**src/rtl/muldiv_pkg.sv**
```systemverilog
`default_nettype none
// ============================================================================
// Module   : muldiv_pkg
// Brief    : Shared op encodings, bus widths and FSM states for muldiv_unit.
// Revision : 1.0 - initial release
// ============================================================================
package muldiv_pkg;

    localparam int MULDIV_OP_W = 3;

    localparam logic [MULDIV_OP_W-1:0] MULDIV_OP_MULT  = 3'd0;
    localparam logic [MULDIV_OP_W-1:0] MULDIV_OP_MULTU = 3'd1;
    localparam logic [MULDIV_OP_W-1:0] MULDIV_OP_DIV   = 3'd2;
    localparam logic [MULDIV_OP_W-1:0] MULDIV_OP_DIVU  = 3'd3;
    localparam logic [MULDIV_OP_W-1:0] MULDIV_OP_MADD  = 3'd4;
    localparam logic [MULDIV_OP_W-1:0] MULDIV_OP_MADDU = 3'd5;
    localparam logic [MULDIV_OP_W-1:0] MULDIV_OP_MSUB  = 3'd6;
    localparam logic [MULDIV_OP_W-1:0] MULDIV_OP_MSUBU = 3'd7;

    localparam logic [1:0] MULDIV_ST_IDLE = 2'd0;
    localparam logic [1:0] MULDIV_ST_MUL  = 2'd1;
    localparam logic [1:0] MULDIV_ST_DIV  = 2'd2;
    localparam logic [1:0] MULDIV_ST_DONE = 2'd3;

    typedef enum logic [1:0] {
        ST_IDLE = MULDIV_ST_IDLE,
        ST_MUL  = MULDIV_ST_MUL,
        ST_DIV  = MULDIV_ST_DIV,
        ST_DONE = MULDIV_ST_DONE
    } muldiv_state_t;

    // Even op codes are the signed variants
    function automatic logic op_is_signed(input logic [MULDIV_OP_W-1:0] op);
        return ~op[0];
    endfunction

endpackage
`default_nettype wire

```
**src/rtl/muldiv_if.sv**
```systemverilog
`default_nettype none
// ============================================================================
// Module   : muldiv_if
// Brief    : Request/response bundle between EX stage and muldiv_unit.
// Revision : 1.0 - initial release
// ============================================================================
interface muldiv_if #(
    parameter int WIDTH = 32
) ();

    logic                               start_i;
    logic [muldiv_pkg::MULDIV_OP_W-1:0] op_i;
    logic [WIDTH-1:0]                   opdata1_i;
    logic [WIDTH-1:0]                   opdata2_i;
    logic [2*WIDTH-1:0]                 hilo_i;
    logic                               annul_i;
    logic                               busy_o;
    logic                               ready_o;
    logic [2*WIDTH-1:0]                 result_o;
    logic                               div_zero_o;

    modport master (
        output start_i, op_i, opdata1_i, opdata2_i, hilo_i, annul_i,
        input  busy_o, ready_o, result_o, div_zero_o
    );

    modport slave (
        input  start_i, op_i, opdata1_i, opdata2_i, hilo_i, annul_i,
        output busy_o, ready_o, result_o, div_zero_o
    );

endinterface
`default_nettype wire

```
**src/rtl/muldiv_unit_div_step.sv**
```systemverilog
`default_nettype none
// ============================================================================
// Module   : div_restoring_step
// Brief    : One combinational iteration of restoring division.
// Revision : 1.0 - initial release
// ============================================================================
module div_restoring_step #(
    parameter int WIDTH = 32
) (
    input  logic [WIDTH:0]   i_rem,
    input  logic [WIDTH-1:0] i_quo,
    input  logic [WIDTH-1:0] i_div,
    output logic [WIDTH:0]   o_rem,
    output logic [WIDTH-1:0] o_quo
);

    logic [WIDTH:0]   w_shift;
    logic [WIDTH+1:0] w_diff;
    logic             w_unused_rem_msb;

    // Remainder stays below the divisor, so its MSB is always clear on entry
    assign w_shift          = {i_rem[WIDTH-1:0], i_quo[WIDTH-1]};
    assign w_diff           = {1'b0, w_shift} - {2'b00, i_div};
    assign o_rem            = w_diff[WIDTH+1] ? w_shift : w_diff[WIDTH:0];
    assign o_quo            = {i_quo[WIDTH-2:0], ~w_diff[WIDTH+1]};
    assign w_unused_rem_msb = i_rem[WIDTH];

endmodule
`default_nettype wire

```
**src/rtl/muldiv_unit.sv**
```systemverilog
`default_nettype none
// ============================================================================
// Module   : muldiv_unit
// Brief    : Iterative radix-2 MULT/DIV unit producing {HI,LO}.
//            Define MULDIV_MADD_EN to enable MADD/MADDU/MSUB/MSUBU accumulation.
// Revision : 1.0 - initial release
// ============================================================================
module muldiv_unit
    import muldiv_pkg::*;
#(
    parameter int WIDTH = 32,
    parameter int CNT_W = $clog2(WIDTH) + 1
) (
    input  logic     clk,
    input  logic     rst,
    muldiv_if.slave  bus
);

    localparam int C_W2 = 2 * WIDTH;

    muldiv_state_t    r_state;
    logic [CNT_W-1:0] r_cnt;
    logic             r_sign;
    logic             r_rsign;
    logic             r_busy;
    logic             r_ready;
    logic             r_div_zero;
    logic [C_W2-1:0]  r_result;
    logic [C_W2-1:0]  r_acc;
    logic [C_W2-1:0]  r_mcand;
    logic [WIDTH-1:0] r_op2;
    logic [WIDTH:0]   r_rem;
    logic [WIDTH-1:0] r_quo;

    logic             w_op1_neg;
    logic             w_op2_neg;
    logic [WIDTH-1:0] w_mag1;
    logic [WIDTH-1:0] w_mag2;
    logic             w_is_div;
    logic             w_last;
    logic [C_W2-1:0]  w_acc_next;
    logic [C_W2-1:0]  w_prod;
    logic [C_W2-1:0]  w_mul_res;
    logic [WIDTH:0]   w_rem_next;
    logic [WIDTH-1:0] w_quo_next;
    logic [WIDTH-1:0] w_quo_fin;
    logic [WIDTH-1:0] w_rem_fin;

    assign w_op1_neg = op_is_signed(bus.op_i) & bus.opdata1_i[WIDTH-1];
    assign w_op2_neg = op_is_signed(bus.op_i) & bus.opdata2_i[WIDTH-1];
    assign w_mag1    = w_op1_neg ? -bus.opdata1_i : bus.opdata1_i;
    assign w_mag2    = w_op2_neg ? -bus.opdata2_i : bus.opdata2_i;
    assign w_is_div  = (bus.op_i == MULDIV_OP_DIV) || (bus.op_i == MULDIV_OP_DIVU);
    assign w_last    = (r_cnt == CNT_W'(WIDTH - 1));

    // Multiply: r_op2 shifts right, multiplicand shifts left into the 2W accumulator
    assign w_acc_next = r_op2[0] ? (r_acc + r_mcand) : r_acc;
    assign w_prod     = r_sign ? -w_acc_next : w_acc_next;

    div_restoring_step #(.WIDTH(WIDTH)) u_div_step (
        .i_rem (r_rem),
        .i_quo (r_quo),
        .i_div (r_op2),
        .o_rem (w_rem_next),
        .o_quo (w_quo_next)
    );

    assign w_quo_fin = r_sign  ? -w_quo_next : w_quo_next;
    assign w_rem_fin = r_rsign ? -w_rem_next[WIDTH-1:0] : w_rem_next[WIDTH-1:0];

`ifdef MULDIV_MADD_EN
    logic [C_W2-1:0] r_hilo;
    logic            r_accum;
    logic            r_sub;

    assign w_mul_res = !r_accum ? w_prod :
                       r_sub    ? (r_hilo - w_prod) : (r_hilo + w_prod);

    always_ff @(posedge clk) begin
        if (rst) begin
            r_hilo  <= '0;
            r_accum <= 1'b0;
            r_sub   <= 1'b0;
        end else if (r_state == ST_IDLE && bus.start_i && !bus.annul_i) begin
            r_hilo  <= bus.hilo_i;
            r_accum <= bus.op_i[2];
            r_sub   <= bus.op_i[1];
        end
    end
`else
    logic w_unused_hilo;

    assign w_mul_res     = w_prod;
    assign w_unused_hilo = ^bus.hilo_i;
`endif

    always_ff @(posedge clk) begin
        if (rst) begin
            r_state    <= ST_IDLE;
            r_cnt      <= '0;
            r_sign     <= 1'b0;
            r_rsign    <= 1'b0;
            r_busy     <= 1'b0;
            r_ready    <= 1'b0;
            r_div_zero <= 1'b0;
            r_result   <= '0;
            r_acc      <= '0;
            r_mcand    <= '0;
            r_op2      <= '0;
            r_rem      <= '0;
            r_quo      <= '0;
        end else begin
            r_ready <= 1'b0;
            case (r_state)
                ST_IDLE: begin
                    if (bus.start_i && !bus.annul_i) begin
                        r_cnt   <= '0;
                        r_sign  <= w_op1_neg ^ w_op2_neg;
                        r_rsign <= w_op1_neg;
                        r_acc   <= '0;
                        r_mcand <= {{WIDTH{1'b0}}, w_mag1};
                        r_op2   <= w_mag2;
                        r_rem   <= '0;
                        r_quo   <= w_mag1;
                        r_busy  <= 1'b1;
                        if (w_is_div && bus.opdata2_i == '0) begin
                            r_state    <= ST_DONE;
                            r_ready    <= 1'b1;
                            r_div_zero <= 1'b1;
                            r_result   <= {bus.opdata1_i, {WIDTH{1'b1}}};
                        end else if (w_is_div) begin
                            r_state <= ST_DIV;
                        end else begin
                            r_state <= ST_MUL;
                        end
                    end
                end
                ST_MUL: begin
                    if (bus.annul_i) begin
                        r_state <= ST_IDLE;
                        r_busy  <= 1'b0;
                    end else begin
                        r_acc   <= w_acc_next;
                        r_mcand <= r_mcand << 1;
                        r_op2   <= r_op2 >> 1;
                        r_cnt   <= r_cnt + CNT_W'(1);
                        if (w_last) begin
                            r_state    <= ST_DONE;
                            r_ready    <= 1'b1;
                            r_div_zero <= 1'b0;
                            r_result   <= w_mul_res;
                        end
                    end
                end
                ST_DIV: begin
                    if (bus.annul_i) begin
                        r_state <= ST_IDLE;
                        r_busy  <= 1'b0;
                    end else begin
                        r_rem <= w_rem_next;
                        r_quo <= w_quo_next;
                        r_cnt <= r_cnt + CNT_W'(1);
                        if (w_last) begin
                            r_state    <= ST_DONE;
                            r_ready    <= 1'b1;
                            r_div_zero <= 1'b0;
                            r_result   <= {w_rem_fin, w_quo_fin};
                        end
                    end
                end
                default: begin
                    r_state <= ST_IDLE;
                    r_busy  <= 1'b0;
                end
            endcase
        end
    end

    assign bus.busy_o     = r_busy;
    assign bus.ready_o    = r_ready;
    assign bus.result_o   = r_result;
    assign bus.div_zero_o = r_div_zero;

endmodule
`default_nettype wire

```
**src/flat_wrapper.sv**
```systemverilog
// flat-port wrapper written by rule: the top's interface ports become plain ports
module muldiv_unit_flat import muldiv_pkg::*;
#(
    parameter int WIDTH = 32,
    parameter int CNT_W = $clog2(WIDTH) + 1
)
  (clk, rst, bus_start_i, bus_op_i, bus_opdata1_i, bus_opdata2_i, bus_hilo_i, bus_annul_i, bus_busy_o, bus_ready_o, bus_result_o, bus_div_zero_o);
  muldiv_if #(.WIDTH(WIDTH)) bus_i ();
  input  logic clk;
  input  logic rst;
  input wire logic [$bits(bus_i.start_i)-1:0] bus_start_i;
  input wire logic [$bits(bus_i.op_i)-1:0] bus_op_i;
  input wire logic [$bits(bus_i.opdata1_i)-1:0] bus_opdata1_i;
  input wire logic [$bits(bus_i.opdata2_i)-1:0] bus_opdata2_i;
  input wire logic [$bits(bus_i.hilo_i)-1:0] bus_hilo_i;
  input wire logic [$bits(bus_i.annul_i)-1:0] bus_annul_i;
  output wire logic [$bits(bus_i.busy_o)-1:0] bus_busy_o;
  output wire logic [$bits(bus_i.ready_o)-1:0] bus_ready_o;
  output wire logic [$bits(bus_i.result_o)-1:0] bus_result_o;
  output wire logic [$bits(bus_i.div_zero_o)-1:0] bus_div_zero_o;
  assign bus_i.start_i = bus_start_i;
  assign bus_i.op_i = bus_op_i;
  assign bus_i.opdata1_i = bus_opdata1_i;
  assign bus_i.opdata2_i = bus_opdata2_i;
  assign bus_i.hilo_i = bus_hilo_i;
  assign bus_i.annul_i = bus_annul_i;
  assign bus_busy_o = bus_i.busy_o;
  assign bus_ready_o = bus_i.ready_o;
  assign bus_result_o = bus_i.result_o;
  assign bus_div_zero_o = bus_i.div_zero_o;
  muldiv_unit #(.WIDTH(WIDTH), .CNT_W(CNT_W)) u_core (.clk(clk), .rst(rst), .bus(bus_i));
endmodule
```
**config.mk**
```make
export PLATFORM = sky130hd
export DESIGN_NAME = muldiv_unit_flat
export DESIGN_NICKNAME = d
export VERILOG_FILES = /design/src/rtl/muldiv_pkg.sv /design/src/rtl/muldiv_if.sv /design/src/rtl/muldiv_unit_div_step.sv /design/src/rtl/muldiv_unit.sv /design/src/flat_wrapper.sv
export SDC_FILE = /design/constraint.sdc
export NUM_CORES = 1
export LEC_CHECK = 0
export CAP_MARGIN = 30
export CORE_ASPECT_RATIO = 1.5
export CORE_MARGIN = 5
export CORE_UTILIZATION = 25
export DETAILED_ROUTE_END_ITERATION = 6
export PLACE_DENSITY = 0.39
export SLEW_MARGIN = 25
export SYNTH_ARGS = -nofsm -noshare
export SYNTH_HDL_FRONTEND = slang
export SYNTH_SLANG_ARGS = --single-unit
```
**constraint.sdc**
```tcl
create_clock -name clk -period 6.4 [get_ports clk]
set_input_delay 0.96 -clock clk [delete_from_list [all_inputs] [get_ports clk]]
set_output_delay 0.96 -clock clk [all_outputs]
set_load 0.01 [all_outputs]
```
==> run metrics <==
Placed Cells 4630; WP data arrival 5.94 ns; status completed; initial antenna violation count 3; Final Cycle Share 85.7%; Peak VDD IR about 0.00017 V; Leakage roughly 10 nW; hold_sp u_core.bus.result_o[61]; Startpoint Class register; mux share of post-synthesis cell area between 1.5 and 2%; overall fraction of global-route tracks in use 21.1%; number of remaining DRC errors 0; Synth Flop Type dfxtp_1; die width ~260 um; # setup viols final 0; register area share after synthesis between 20% and 30%; WL/cell 24.3 um; R2R depth 15; layout cells sized above 1 6.80%; Clock Latency Late Sink 0.60 ns; Post-synth EDFFs 0; # H-tree levels 2; Via density 5.46; switching power total 0.00267 W; # hold bufs at CTS 0; Pre-Repair DR Iteration Count 6; async set or reset register ratio after synthesis 0%; routed wire length 114000 um; Post-CTS Setup Inserts 0; I/O pin cnt 202; Pwr Density 241 nW/um2; Max FO, Critical Path 27; Remaining Overflow, GRT 0; syn_area_per_cell 7.17 um2; most frequent cells in the layout 437 x nor2_1, 377 x nand2_1, 365 x a21oi_1; post-synthesis simple-gate area fraction between 20% and 30%; global-route wire length before repair 168000 um; Post-Syn Area 24100 um2; largest net degree at the start of global routing 75; CTS Sinks 301; Hold Path End u_core.bus.result_o[61]; adder-cell share of the synthesized area under 10%; post-synthesis xor/xnor area fraction 8.39%; Synth Area in Compound Gates 30.4%; R2R Path End u_core.bus.result_o[61]; chip height approximately 390 um; YS warnings 0; Starting Density 25.2%; synthesis-stage register bit count 301; Mapped Nets 3606; vias in the first global route 25066; main combinational cell family by area after synthesis compound AO/OA/AOI/OAI gates; nets@finish 3643; post-DP HPWL roughly 90000 um; clk buf depth 3; Site Rows around 140; combinational share of power 34.7%; Layout area overhead 17.0%; Clk pwr share 34.6%; worst r2r src u_core.r_op2[0]; post-CTS sizing 0; min Tclk post-route approximately 5.5 ns; fmax 182 MHz; Hold Path Stages 2; Slew Viols, Final 0; Final Hold Vio Count 0; DR iter-0 viols between 1500 and 2000; sequential share of power a little under a third; Hold/Removal Path Class register to register; Port Buffers 137; Num CTS Buffers 38; Slew headroom 33.6%; total vias in the final route 25640; Die ar. 103000 um2; Layout Skew approximately 0.034 ns; clock tree root driver cell clkbuf_16; Worst-path clk slew 0.06 ns; Worst-Margin Slew between 0.9 and 1 ns; Final Wtd Congestion 0.886; RSZ-0062 raised after global routing no; post-route insts no fill 4698; Filler Cells Inserted between 10000 and 15000; Cell Int Power 0.00413 W; Setup crit end kind register; Synth Instances around 3400; maxcap violations 0; setup TNS 0 ns; Worst Path Required a little under 7 ns; Net Sw Frac about 39%; WS Path Type register to register; register-to-register setup slack between 0.9 and 1 ns; most common cell after layout, fill and taps aside nor2_1; Post-DRT Antenna Nets 0; TritonCTS clock tree yes; core area about 96000 um2; Cell variety after synth between 100 and 150
state kept, by name (all words and copies together) (netlist names):
signal,flops
u_core.r_acc,64
u_core.bus.result_o,64
u_core.r_op2,32
u_core.r_state,2
u_core.r_rem,32
u_core.r_mcand,64
u_core.r_cnt,6
u_core.r_sign,1
u_core.bus.div_zero_o,1
u_core.r_quo,32
u_core.bus.ready_o,1
u_core.bus.busy_o,1
u_core.r_rsign,1
cell usage after synthesis, types with 8 or more instances:
cell,count,area [um2]
or4_1,17,128
o41ai_1,22,193
mux2i_1,24,240
o21ai_1,11,55.1
a311oi_1,13,114
o21bai_1,8,60.1
a222oi_1,14,140
o21ai_0,208,1040
nand2b_1,35,219
xnor2_1,144,1260
a31oi_1,50,313
inv_1,89,334
o31ai_1,47,353
a22oi_1,73,548
or2_2,12,75.1
a221oi_1,70,613
nor3_1,88,440
a211oi_1,21,158
o21a_1,26,195
buf_2,20,100
nor2_1,440,1650
o31a_1,9,78.8
a211o_1,8,70.1
or3_1,25,156
o211ai_1,20,150
and3_1,11,68.8
ha_1,105,1310
nand4_1,53,332
xor2_1,87,762
o221ai_1,8,70.1
mux2_2,17,191
a21o_1,35,263
nand3_1,96,480
a21oi_1,366,1830
buf_1,20,75.1
nand2_1,377,1420
dfxtp_1,301,6030
nor2b_1,19,119
and2_1,12,75.1
and4_1,12,105
nor4_1,26,163
clkbuf_1,178,668
worst max-delay path, stage by stage (launching register included):
cell      delay, ns
dfxtp_4        0.44
ha_1           0.27
nand2b_1       0.17
a311o_1        0.44
a2111o_1       0.48
a21oi_1        0.18
nand2b_2       0.57
mux2_2         0.41
nor4_1         0.25
buf_4          0.18
nand4_1        0.19
or2_0          0.43
o21ai_1        0.20
or4b_1         0.48
a311oi_1       0.49
o21ai_1        0.14
layout make-up:
cell class / count / area, um2 / share of cell area, %
Inverter: 93 / 349 / 1.24
Antenna cell: 3 / 7.51 / 0.0266
Clock inverter: 13 / 195 / 0.692
Timing Repair Buffer: 220 / 2000 / 7.09
Clock buffer: 52 / 1100 / 3.92
Multi-Input combinational cell: 2747 / 16900 / 60.0
Sequential cell: 301 / 6030 / 21.4
Tap cell: 1269 / 1590 / 5.63
power by group through the flow:
| stage | logic (W) | registers, W | clock network, W |
|---|---|---|---|
| after floorplan | 0.00142 | 0.00210 | 0 |
| final | 0.00236 | 0.00208 | 0.00236 |
| after detailed placement | 0.00236 | 0.00213 | 0 |
| after global placement | 0.00237 | 0.00213 | 0 |
| after CTS | 0.00237 | 0.00208 | 0.00243 |
| after global routing | 0.00255 | 0.00210 | 0.00249 |
routing by layer:
layer | GRT usage [%] | wire length, um
met1 | 25.7 | 47200
met2 | 39.0 | 58900
met3 | 1.62 | 3820
met4 | 7.18 | 4350
met5 | 0 | 0
logic make-up (layout without fill, tap and decap cells):
| group | count (synthesis) | count (layout) |
|---|---|---|
| and+or+nand+nor | 1253 | 1253 |
| AOI/OAI and AO/OA | 1115 | 1115 |
| buffers and inverters | 316 | 378 |
| DFF | 301 | 301 |
| xor gates and xnor gates | 231 | 231 |
| adders and majority gates | 107 | 107 |
| muxes | 41 | 41 |
| other | 0 | 3 |
worst max path at each step:
stage,from,to,slack (ns),cells past startpoint
after floorplan,u_core.r_quo[31],u_core.bus.result_o[46],1.45,24
after global placement,u_core.r_op2[0],u_core.bus.result_o[61],1.01,14
after detailed placement,u_core.r_acc[10],u_core.bus.result_o[56],0.93,15
after CTS,u_core.r_acc[10],u_core.bus.result_o[56],0.92,15
after global routing,u_core.r_rem[6],u_core.bus.result_o[61],0.59,15
final,u_core.r_op2[0],u_core.bus.result_o[61],0.91,15
metrics by stage:
stage / util, % / worst slack (ns) / hold WS [ns] / instance area, um2 / power, W
final: 29.4 / 0.914 / 0.455 / 28200 / 0.00680
after global routing: 29.4 / 0.595 / 0.479 / 28200 / 0.00714
after CTS: 29.4 / 0.919 / 0.459 / 28200 / 0.00689
after detailed placement: 28.1 / 0.931 / 0.444 / 26900 / 0.00448
after global placement: 28.1 / 1.01 / 0.445 / 26900 / 0.00450
after floorplan: - / 1.45 / 0.444 / 24100 / 0.00352
Note: power is estimated with default switching activity, not from simulation.
